==> src/rtl/egg_timer_pkg.sv <==
// ============================================================================
// Module  : egg_timer_pkg
// Purpose : State encoding and BCD limits shared by the countdown sequencer.
// Revision: 1.0 - initial release
// ============================================================================
`default_nettype none

package egg_timer_pkg;

  typedef enum logic [1:0] {
    ST_IDLE  = 2'd0,
    ST_RUN   = 2'd1,
    ST_PAUSE = 2'd2,
    ST_ALARM = 2'd3
  } state_t;

  localparam logic [3:0] SEC_TENS_MAX = 4'd5;
  localparam logic [3:0] DIGIT_MAX    = 4'd9;

  function automatic logic [3:0] bcd_clamp(input logic [3:0] value, input logic [3:0] max);
    return (value > max) ? max : value;
  endfunction

endpackage

`default_nettype wire

==> src/rtl/bcd_down_digit.sv <==
// ============================================================================
// Module  : bcd_down_digit
// Purpose : One BCD down-counting digit with clamped load and borrow chaining.
// Revision: 1.0 - initial release
// ============================================================================
`default_nettype none

module bcd_down_digit
  import egg_timer_pkg::*;
#(
  parameter logic [3:0] MAX = DIGIT_MAX
) (
  input  logic       clk,
  input  logic       reset,
  input  logic       clear,
  input  logic       load,
  input  logic [3:0] load_val,
  input  logic       dec,
  input  logic       borrow_in,
  output logic [3:0] digit,
  output logic       borrow_out
);

  logic [3:0] r_digit;
  logic       w_step;

  // A digit steps only when the whole chain below it is rolling over.
  assign w_step     = dec & borrow_in;
  assign borrow_out = w_step & (r_digit == 4'd0);
  assign digit      = r_digit;

  always_ff @(posedge clk or posedge reset) begin
    if (reset) begin
      r_digit <= 4'd0;
    end else if (clear) begin
      r_digit <= 4'd0;
    end else if (load) begin
      r_digit <= bcd_clamp(load_val, MAX);
    end else if (w_step) begin
      r_digit <= (r_digit == 4'd0) ? MAX : r_digit - 4'd1;
    end
  end

endmodule

`default_nettype wire

==> src/rtl/countdown_sequencer.sv <==
// ============================================================================
// Module  : countdown_sequencer
// Purpose : mm:ss BCD egg-timer with run/pause/alarm control and buzzer.
// Revision: 1.0 - initial release
// ============================================================================
`default_nettype none

module countdown_sequencer
  import egg_timer_pkg::*;
#(
  parameter int unsigned ALARM_SECS = 10
) (
  input  logic       clk,
  input  logic       reset,
  input  logic       tick_1hz,
  input  logic       load_en,
  input  logic [3:0] load_min_tens,
  input  logic [3:0] load_min_ones,
  input  logic [3:0] load_sec_tens,
  input  logic [3:0] load_sec_ones,
  input  logic       start,
  input  logic       pause,
  input  logic       cancel,
  output logic [3:0] min_tens,
  output logic [3:0] min_ones,
  output logic [3:0] sec_tens,
  output logic [3:0] sec_ones,
  output logic [1:0] state,
  output logic       running,
  output logic       buzzer,
  output logic       done
);

  localparam logic [7:0] c_alarm_last = 8'(ALARM_SECS - 1);

  state_t     r_state;
  logic       r_buzzer;
  logic       r_done;
  logic [7:0] r_alarm_cnt;

  logic       w_zero;
  logic       w_one;
  logic       w_dec;
  logic       w_clear;
  logic       w_load;
  logic       w_borrow_so;
  logic       w_borrow_st;
  logic       w_borrow_mo;
  logic       w_unused_borrow_mt;

  assign w_zero  = ({min_tens, min_ones, sec_tens, sec_ones} == 16'h0000);
  assign w_one   = ({min_tens, min_ones, sec_tens, sec_ones} == 16'h0001);
  // Cancel outranks the tick, and the count never steps below 00:00.
  assign w_dec   = (r_state == ST_RUN) & tick_1hz & ~cancel & ~w_zero;
  assign w_clear = cancel & (r_state != ST_IDLE);
  assign w_load  = load_en & (r_state == ST_IDLE);

  bcd_down_digit #(.MAX(DIGIT_MAX)) u_sec_ones (
    .clk(clk), .reset(reset), .clear(w_clear), .load(w_load), .load_val(load_sec_ones),
    .dec(w_dec), .borrow_in(1'b1), .digit(sec_ones), .borrow_out(w_borrow_so)
  );

  bcd_down_digit #(.MAX(SEC_TENS_MAX)) u_sec_tens (
    .clk(clk), .reset(reset), .clear(w_clear), .load(w_load), .load_val(load_sec_tens),
    .dec(w_dec), .borrow_in(w_borrow_so), .digit(sec_tens), .borrow_out(w_borrow_st)
  );

  bcd_down_digit #(.MAX(DIGIT_MAX)) u_min_ones (
    .clk(clk), .reset(reset), .clear(w_clear), .load(w_load), .load_val(load_min_ones),
    .dec(w_dec), .borrow_in(w_borrow_st), .digit(min_ones), .borrow_out(w_borrow_mo)
  );

  bcd_down_digit #(.MAX(DIGIT_MAX)) u_min_tens (
    .clk(clk), .reset(reset), .clear(w_clear), .load(w_load), .load_val(load_min_tens),
    .dec(w_dec), .borrow_in(w_borrow_mo), .digit(min_tens), .borrow_out(w_unused_borrow_mt)
  );

  always_ff @(posedge clk or posedge reset) begin
    if (reset) begin
      r_state     <= ST_IDLE;
      r_buzzer    <= 1'b0;
      r_done      <= 1'b0;
      r_alarm_cnt <= 8'd0;
    end else begin
      r_done <= 1'b0;
      case (r_state)
        ST_IDLE: begin
          if (!load_en && start && !w_zero) begin
            r_state <= ST_RUN;
          end
        end
        ST_RUN: begin
          if (cancel) begin
            r_state <= ST_IDLE;
          end else if (tick_1hz && w_one) begin
            r_state     <= ST_ALARM;
            r_done      <= 1'b1;
            r_buzzer    <= 1'b1;
            r_alarm_cnt <= 8'd0;
          end else if (pause) begin
            r_state <= ST_PAUSE;
          end
        end
        ST_PAUSE: begin
          if (cancel) begin
            r_state <= ST_IDLE;
          end else if (start) begin
            r_state <= ST_RUN;
          end
        end
        ST_ALARM: begin
          if (cancel || start) begin
            r_state     <= ST_IDLE;
            r_buzzer    <= 1'b0;
            r_alarm_cnt <= 8'd0;
          end else if (tick_1hz) begin
            if (r_alarm_cnt == c_alarm_last) begin
              r_state     <= ST_IDLE;
              r_buzzer    <= 1'b0;
              r_alarm_cnt <= 8'd0;
            end else begin
              r_buzzer    <= ~r_buzzer;
              r_alarm_cnt <= r_alarm_cnt + 8'd1;
            end
          end
        end
        default: begin
          r_state <= ST_IDLE;
        end
      endcase
    end
  end

  assign state   = r_state;
  assign running = (r_state == ST_RUN);
  assign buzzer  = r_buzzer;
  assign done    = r_done;

endmodule

`default_nettype wire

==> config.mk <==
export PLATFORM = sky130hd
export DESIGN_NAME = countdown_sequencer
export DESIGN_NICKNAME = d
export VERILOG_FILES = /design/src/rtl/egg_timer_pkg.sv /design/src/rtl/bcd_down_digit.sv /design/src/rtl/countdown_sequencer.sv
export SDC_FILE = /design/constraint.sdc
export NUM_CORES = 1
export LEC_CHECK = 0
export ABC_AREA = 1
export CORE_MARGIN = 3
export CORE_UTILIZATION = 53
export CTS_CLUSTER_DIAMETER = 30
export DETAILED_ROUTE_END_ITERATION = 10
export PLACE_DENSITY = 0.78
export SYNTH_ARGS = -nofsm -noshare
export SYNTH_HDL_FRONTEND = slang
export SYNTH_HIERARCHICAL = 1
export SYNTH_SLANG_ARGS = --single-unit
==> constraint.sdc <==
create_clock -name clk -period 3 [get_ports clk]
set_input_delay 0.45 -clock clk [delete_from_list [all_inputs] [get_ports clk]]
set_output_delay 0.45 -clock clk [all_outputs]
set_load 0.03 [all_outputs]
---- After elaboration in Yosys (flattened, before gate mapping) ----
Cells that the tools add are included.
operators by class
  $add $sub $neg .......................... 5
  order comparisons ....................... 4
  eq/ne operators ......................... 12
  multiplexer cells ....................... 45
  bitwise operators ....................... 14
  reductions and logical operators ........ 20
operator list
  cell                                                                              count
  4-bit two-way mux                                                                 20
  8-bit two-way mux                                                                 5
  2-bit two-way mux                                                                 9
  16-bit by 1-bit equality test with 1-bit output (second input constant)           1
  16-bit zero test                                                                  1
  4-bit zero test                                                                   4
  8-bit one-hot mux with 2 select lines                                             1
  4-bit by 1-bit subtractor with 4-bit output (second input constant)               4
  4-bit greater-than comparator (second input constant)                             3
  3-bit nonzero test                                                                4
  1-bit bitwise AND                                                                 11
  3-bit != test (second input constant)                                             3
  8-bit by 1-bit adder with 8-bit output (second input constant)                    1
  8-bit by 4-bit equality test with 1-bit output (second input constant)            1
  1-bit two-way mux                                                                 8
  2-bit one-hot mux with 4 select lines                                             1
  5-bit AND reduction                                                               1
  2-bit equality test (second input constant)                                       2
  4-bit by 3-bit greater-than comparator with 1-bit output (second input constant)  1
  2-bit by 1-bit != test with 1-bit output (second input constant)                  2
  4-bit by 3-bit != test with 1-bit output (second input constant)                  1
  4-bit AND reduction                                                               1
  2-bit nonzero test                                                                2
  1-bit logical AND                                                                 3
  7 further kinds                                                                   10
word-level totals
  register bits ........................... 28

---- Longest topological paths before layout ----
Gate-level depths: netlist (run 1).
  depth after elaboration ................. 13
  gate-level depth with buffers ........... 18
  mapped depth without buffers ............ 18

---- By module ----
Netlist (run 1), hierarchy kept.
modules (own cells, without submodules)
  module                           times used  cells an instance  area each (um^2)  seq. area each (um^2)
  bcd_down_digit (u_min_ones ...)  3           57                 344.1             100.1
  countdown_sequencer              1           142                974.7             300.3
  bcd_down_digit (u_sec_tens)      1           50                 306.5             100.1

---- Worst setup path after synthesis (run 1) ----
Ideal clock, no wire load.
  path type ............................... register to register
  start point ............................. register r_state[1], in the netlist state[1]
  end point ............................... register u_sec_ones.r_digit[1], in the netlist u_sec_ones/digit[1]
  library setup time ...................... 122 ps
  arrival ................................. 2,561 ps
  data required time ...................... 2,878 ps
  path slack .............................. 317 ps
  cell stages (with the launch flop) ...... 7
  path buffers ............................ 0
  cell sequence ........................... dfrtp_1 nor3b_1 inv_2 nand3_1 inv_1 nand2_1 o21ai_1
RTL lines
  item                    RTL line                   text
  start, declared         countdown_sequencer.sv:36  state_t r_state;
  start signal, assigned  countdown_sequencer.sv:80  r_state <= ST_IDLE;
  start signal, assigned  countdown_sequencer.sv:89  r_state <= ST_RUN;
  start signal, assigned  countdown_sequencer.sv:94  r_state <= ST_IDLE;
  2-bit zero test *       countdown_sequencer.sv:56  assign w_load = load_en & (r_state == ST_IDLE);
  1-bit bitwise AND *     countdown_sequencer.sv:56
  via w_load              countdown_sequencer.sv:45  logic w_load;
  4-bit two-way mux       bcd_down_digit.sv:37       end else if (load) begin
  4-bit two-way mux       bcd_down_digit.sv:35       end else if (clear) begin
  end signal, assigned    bcd_down_digit.sv:38       r_digit <= bcd_clamp(load_val, MAX);
  end signal, assigned    bcd_down_digit.sv:40       r_digit <= (r_digit == 4'd0) ? MAX : r_digit - 4'd1;
  end, declared           bcd_down_digit.sv:24       logic [3:0] r_digit;
Mark *: on every way through the listed nets, which the timed path passes. The rest lies on a longest branch.
A chain may end at the register's enable or synchronous reset.

---- Final worst setup path (run 1) ----
  start point ............................. input port cancel
  end point ............................... register u_min_tens.r_digit[1], in the netlist u_min_tens/digit[1]
between the ends
  cells in the longest elaborated chain, start to end .. 10
ends and longest elaborated chain
  item                                 RTL line                   text
  start, declared                      countdown_sequencer.sv:23  input logic cancel,
  1-bit inverter                       countdown_sequencer.sv:54  assign w_dec = (r_state == ST_RUN) & tick_1hz & ~cancel & ~w_zero;
  1-bit bitwise AND (2 in a row)       countdown_sequencer.sv:54
  via w_dec                            countdown_sequencer.sv:43  logic w_dec;
  1-bit bitwise AND                    bcd_down_digit.sv:29       assign borrow_out = w_step & (r_digit == 4'd0);
  via w_borrow_so                      countdown_sequencer.sv:46  logic w_borrow_so;
  1-bit bitwise AND                    bcd_down_digit.sv:28       assign w_step = dec & borrow_in;
  1-bit bitwise AND                    bcd_down_digit.sv:29
  via w_borrow_st                      countdown_sequencer.sv:47  logic w_borrow_st;
  1-bit bitwise AND                    bcd_down_digit.sv:28
  1-bit bitwise AND                    bcd_down_digit.sv:29
  via w_borrow_mo                      countdown_sequencer.sv:48  logic w_borrow_mo;
  1-bit bitwise AND                    bcd_down_digit.sv:28
  3-bit nonzero test (no source line)  -
  end signal, assigned                 bcd_down_digit.sv:38
  end signal, assigned                 bcd_down_digit.sv:40
  end, declared                        bcd_down_digit.sv:24
The timed path passes the listed nets, and every way through them passes these cells.

==> flow_metrics.py, run 1 <==
metrics = {
    "run_status": {
        "run_status": "finished, final reports clean",
    },
    "finish": {
        "nFillCells": 397,
        "stdcell_area_mm2": 0.00289,
        "layout.cells.most_common": "sky130_fd_sc_hd__nand2_1",
        "finalCoreUtilization": 0.701,
        "drive_above_1_share": 0.105,
        "syn_to_final_growth_pct": 25.0,
        "n_antenna_cell": 0,
        "layout.cells.most_common_list": "sky130_fd_sc_hd__nand2_1 (102), sky130_fd_sc_hd__inv_1 (61), sky130_fd_sc_hd__nor2_1 (47)",
        "final_net_count": 444,
    },
    "worst_setup_path": {
        "worst-r2r-cell-count": 17,
        "cp-start-kind": "primary input",
        "crit_type": "primary input to flop",
        "critical-path-max-stage-delay_ns": 0.40,
        "critPathMaxFanout": 5,
        "critical_path.most_common_cell": "sky130_fd_sc_hd__nand2_1",
        "rr_startpoint": "u_sec_tens/digit[0]",
        "end_kind": "flop",
        "worst_ep_required_time_ns": 3.18,
        "cp_slowest_cell": "sky130_fd_sc_hd__clkdlybuf4s50_1",
        "timing.critical_path.cells": "clkdlybuf4s50_1 > inv_1 > nand2_1 > nor2_1 > nand2_1 > nor2_1 > nand2_1 > nor2_1 > nand2_1 > nor2_1 > nand2_1 > nand3_1 > inv_1 > nand2_1 > o21ai_1",
        "crit_arrival_ns": 2.55,
        "startpoint": "cancel",
    },
    "floorplan": {
        "core_area_mm2": 0.00412,
        "dieWidth_um": 72.0,
        "rows": 23,
        "fp.dieArea_mm2": 0.00519,
        "ios": 44,
        "floorplan.initialDensity": 0.561,
        "dieHeight_um": 72.0,
    },
    "placement": {
        "dpl_worst_slack_ns": 0.377,
        "place.port_buffers": 43,
        "post-dp-hpwl_um": 4310,
        "dpl_cell_area_mm2": 0.00282,
        "gp_routability_congestion": 0.865,
    },
    "synthesis": {
        "postSynthCellCount": 362,
        "postSynthNetCount": 394,
        "synthesis.yosys.warnings": 6,
        "syn_area_per_cell_um2": 6.38,
        "synthesis.area_mm2": 0.00231,
    },
    "timing": {
        "skew_ns": 0.00365,
        "final_setup_fails": 0,
        "total_negative_slack_for_setup_checks_ns": 0,
        "rsz0062_at_grt": "false",
        "post_route_fraction_of_the_period_consumed_by_the_critical_path": 0.790,
        "final.min_clock_period_ns": 2.37,
        "max_slew_violation_count": 0,
        "fin_worst_hold_slack_ns": 0.500,
        "max_freq_mhz": 422,
        "final_hold_viol_count": 0,
        "timing.final.ws_setup_ns": 0.630,
    },
    "global_routing": {
        "grt_antenna_before_repair": 0,
        "groute.usage.overall": 0.225,
        "global_route.overflow_total": 0,
        "pin_count_of_the_biggest_net_entering_global_routing": 24,
        "vias_in_the_first_global_route": 2308,
        "first_pass_grt_wire_length_um": 9630,
    },
    "cts": {
        "cts-htree-levels": 1,
        "clkLatencyLatePin_ns": 0.28,
        "number_of_buffers_inserted_for_hold_repair_after_clock_tree_synthesis": 0,
        "clk_root_buffer_cell": "sky130_fd_sc_hd__clkbuf_8",
        "cts_tree": "built",
        "cts.path.max_buffers": 2,
        "clk_pin_slew_ns": 0.10,
        "post_cts_buffers": 0,
        "clkSinkCount": 28,
        "cts_inserted_buffers": 3,
        "postCtsResizedCells": 0,
    },
    "power_and_ir_drop": {
        "ir_drop_mv": 0.523,
        "total_leakage_power_nw": 1.49,
        "power_density_mw_per_mm2": 864,
    },
    "worst_hold_path": {
        "worstHoldPathType": "primary input to async pin",
    },
    "run": {
        "cap_violations": 0,
    },
    "detailed_routing": {
        "drt-wirelength-per-cell_um": 11.9,
        "routed-via-count": 2368,
        "drc_errors": 0,
        "number_of_iterations_in_the_first_detailed_routing_pass": 4,
        "via_per_inst": 5.14,
        "drt-total-wl_um": 5480,
        "postRouteAntennaNets": 0,
        "detail_route.iter0.violations": 132,
    },
}
## per-layer routing
layer	global-route usage	wire, µm
met3	0.0249	239
met2	0.401	2640
met4	0.0668	80
met1	0.287	2530
met5	0	0
## metrics by stage
| step | instances | total power [mW] |
|---|---|---|
| global placement | 457 | 2.17 |
| finish | 461 | 2.50 |
| CTS | 461 | 2.50 |
| global route | 461 | 2.73 |
| detailed placement | 457 | 2.20 |
| floorplan | 362 | 1.71 |
## worst paths after layout
check,to,slack (ns)
min in group clk,buzzer,0.55
max in group asynchronous,r_alarm_cnt[4],2.04
setup / recovery,u_min_tens/digit[1],0.63
hold reg to reg,buzzer,0.55
hold / removal,u_min_tens/digit[1],0.50
setup reg to reg,u_min_tens/digit[1],0.67
## area by class of cell
| cell class | count | area (µm²) | area share |
|---|---|---|---|
| clock buffer | 3 | 41.3 | 0.0143 |
| clock inverter | 1 | 30.0 | 0.0104 |
| inverter | 68 | 255 | 0.0884 |
| multi-input combinational | 265 | 1340 | 0.466 |
| sequential | 28 | 701 | 0.243 |
| tap | 50 | 62.6 | 0.0217 |
| timing repair buffer | 46 | 453 | 0.157 |
## report_power, final
| group | leakage, nW | internal (mW) | switching [mW] | total (mW) |
|---|---|---|---|---|
| combinational | 1.09 | 0.590 | 0.953 | 1.54 |
| clock | 0.0357 | 0.179 | 0.123 | 0.302 |
| sequential | 0.368 | 0.488 | 0.163 | 0.650 |
| total | 1.49 | 1.26 | 1.24 | 2.50 |
## critical path, delay by kind of cell
family / cells / cell delay [ns]
buf+inv: 3 / 0.66
compound gates: 1 / 0.06
simple gates: 11 / 1.37
## state kept, by name, indices dropped and copies added, names as in the netlist
signal	flops
u_min_tens/digit	4
buzzer	1
u_sec_tens/digit	4
state	2
u_min_ones/digit	4
done	1
u_sec_ones/digit	4
r_alarm_cnt	8
Note: power is estimated with default switching activity, not from simulation.
==> inputs of run 2 (changes only) <==
==> constraint.sdc (replaced) <==
create_clock -name clk -period 2.2 [get_ports clk]
set_input_delay 0.33 -clock clk [delete_from_list [all_inputs] [get_ports clk]]
set_output_delay 0.33 -clock clk [all_outputs]
set_load 0.03 [all_outputs]
==> run 2 against run 1 <==
  * Register-to-register slack worse by 0.46 ns
  * Sequential power grew 26%
  * Sequential share of layout area is 1.3 points lower
  * Count of clock-buffer cells in the layout grew 1
  * Non-clock buffer count up 21
  * Setup slack got worse by 0.42 ns
  * Clock skew fell by 0.0016 ns
  * Final area grew 6.7%
  * Critical path depth rose by 3
==> flow_metrics.py, run 2 (synthesis results as in run 1) <==
metrics = {
    "global_routing": {
        "groute.usage.overall": 0.224,
        "grt_antenna_before_repair": 0,
        "first_pass_grt_wire_length_um": 9540,
        "vias_in_the_first_global_route": 2314,
        "global_route.overflow_total": 0,
        "pin_count_of_the_biggest_net_entering_global_routing": 19,
    },
    "finish": {
        "drive_above_1_share": 0.178,
        "syn_to_final_growth_pct": 33.4,
        "largest_reg_flops": 8,
        "n_antenna_cell": 0,
        "layout.cells.most_common_list": "sky130_fd_sc_hd__nand2_1 (98), sky130_fd_sc_hd__inv_1 (61), sky130_fd_sc_hd__nor2_1 (45)",
        "layout.cells.non_filler": 482,
        "stdcell_area_mm2": 0.00308,
        "final_net_count": 465,
        "layout.cells.most_common": "sky130_fd_sc_hd__nand2_1",
        "multi_input_area_mm2": 0.00139,
        "nFillCells": 362,
        "regMostFlops": "r_alarm_cnt",
        "seqCellArea_um2": 708,
    },
    "power_and_ir_drop": {
        "power.switching_mw": 1.77,
        "total_leakage_power_nw": 1.60,
        "power.clock.fraction": 0.090,
        "combPwrFrac": 0.681,
        "post-layout-total-power_mw": 3.57,
        "switching_share": 0.495,
        "ir_drop_mv": 0.684,
        "power_density_mw_per_mm2": 1160,
        "power.share.sequential": 0.229,
        "internal_mw": 1.80,
    },
    "cts": {
        "clk_root_buffer_cell": "sky130_fd_sc_hd__clkbuf_8",
        "clkSinkCount": 28,
        "cts_tree": "built",
        "cts_inserted_buffers": 3,
        "cts-htree-levels": 1,
        "clk_pin_slew_ns": 0.10,
        "number_of_buffers_inserted_for_hold_repair_after_clock_tree_synthesis": 0,
        "cts.path.max_buffers": 2,
        "clkLatencyLatePin_ns": 0.27,
    },
    "placement": {
        "number_of_placed_instances_with_taps_included": 466,
        "dpl_cell_area_mm2": 0.00290,
        "gp_routability_congestion": 0.870,
        "post-dp-hpwl_um": 4390,
        "place.port_buffers": 43,
    },
    "timing": {
        "skew_ns": 0.00203,
        "total_negative_slack_for_setup_checks_ns": 0,
        "fin_worst_hold_slack_ns": 0.408,
        "max_freq_mhz": 502,
        "max_slew_violation_count": 0,
        "final_setup_fails": 0,
        "post_route_fraction_of_the_period_consumed_by_the_critical_path": 0.905,
        "final.min_clock_period_ns": 1.99,
        "final_hold_viol_count": 0,
    },
    "floorplan": {
        "rows": 23,
        "dieWidth_um": 72.0,
        "dieHeight_um": 72.0,
        "ios": 44,
        "core_area_mm2": 0.00412,
        "fp.dieArea_mm2": 0.00519,
        "floorplan.initialDensity": 0.561,
    },
    "worst_setup_path": {
        "timing.critical_path.cells": "nor2_1 > nand2_1 > nor2_4 > nand3b_1 > nand2_2 > nor2_4 > nand2_4 > nor2_2 > nand2_1 > nor2_1 > nand2_1 > nor2_1 > nand2_2 > nand3_2 > nand2_1 > nor2_1 > nand2_1 > nand2_1",
        "worst_ep_required_time_ns": 2.42,
        "crit_type": "flop to flop",
        "cp-start-kind": "flop",
        "critical-path-max-stage-delay_ns": 0.41,
        "end_kind": "flop",
        "critical_path.most_common_cell": "sky130_fd_sc_hd__nand2_1",
        "critPathMaxFanout": 4,
        "cp_slowest_cell": "sky130_fd_sc_hd__dfrtp_1",
        "crit_arrival_ns": 2.21,
    },
    "detailed_routing": {
        "postRouteAntennaNets": 0,
        "via_per_inst": 5.13,
        "detail_route.iter0.violations": 135,
        "number_of_iterations_in_the_first_detailed_routing_pass": 4,
        "drt-total-wl_um": 5660,
        "drc_errors": 0,
        "drt-wirelength-per-cell_um": 11.7,
        "routed-via-count": 2473,
    },
    "run_status": {
        "run_status": "finished, final reports clean",
    },
    "worst_hold_path": {
        "worstHoldPathType": "primary input to async pin",
    },
    "run": {
        "cap_violations": 0,
    },
}
run 2: path summary, 6_finish.rpt:
kind | startpoint | end | slack, ns | cells past startpoint
setup / recovery | u_sec_tens/digit[3] | u_min_tens/digit[3] | 0.21 | 18
hold reg to reg | u_min_tens/digit[0] | u_min_tens/digit[0] | 0.53 | 2
min in group clk | u_min_tens/digit[0] | u_min_tens/digit[0] | 0.53 | 2
setup reg to reg | u_sec_tens/digit[3] | u_min_tens/digit[3] | 0.21 | 18
max in group asynchronous | reset | state[1] | 1.31 | 2
hold / removal | reset | u_min_tens/digit[0] | 0.41 | 2
run 2: timing repair:
item,CTS,global route
setup buffers,0,12
endpoints found under the setup margin,0,8
gates resized for setup,0,11
run 2: layer usage:
layer  track usage  vias to the layer above  share of wire
met5             0                        -              0
met4        0.0814                        0          0.016
met3        0.0235                       10          0.043
met2         0.405                       80           0.48
met1         0.274                     1115           0.46
li1              -                     1268              -
run 2: stage by stage:
stage / utilization / setup WS [ns]
CTS: 0.719 / 0.0696
detailed placement: 0.705 / -0.000937
global placement: 0.705 / 0.0703
floorplan: - / 0.0134
global route: 0.749 / -0.0203
finish: 0.749 / 0.208
run 2: final cells by class:
class | count | area share
tap | 50 | 0.0203
sequential | 28 | 0.230
timing repair buffer | 67 | 0.198
multi-input combinational | 265 | 0.451
clock buffer | 4 | 0.0179
inverter | 68 | 0.0829
run 2: power groups by stage:
| stage | Sequential [mW] | Clock [mW] | Combinational, mW |
|---|---|---|---|
| after detailed placement | 0.862 | 0 | 2.24 |
| after floorplan | 1.13 | 0 | 1.23 |
| final | 0.817 | 0.323 | 2.43 |
| after global placement | 0.858 | 0 | 2.19 |
| after global routing | 0.840 | 0.339 | 2.70 |
| after CTS | 0.855 | 0.325 | 2.25 |
run 2: critical path, delay by kind of cell (launching register included):
family           cells  cell delay, ns
and+or+nand+nor     18            1.52
DFF                  1            0.41
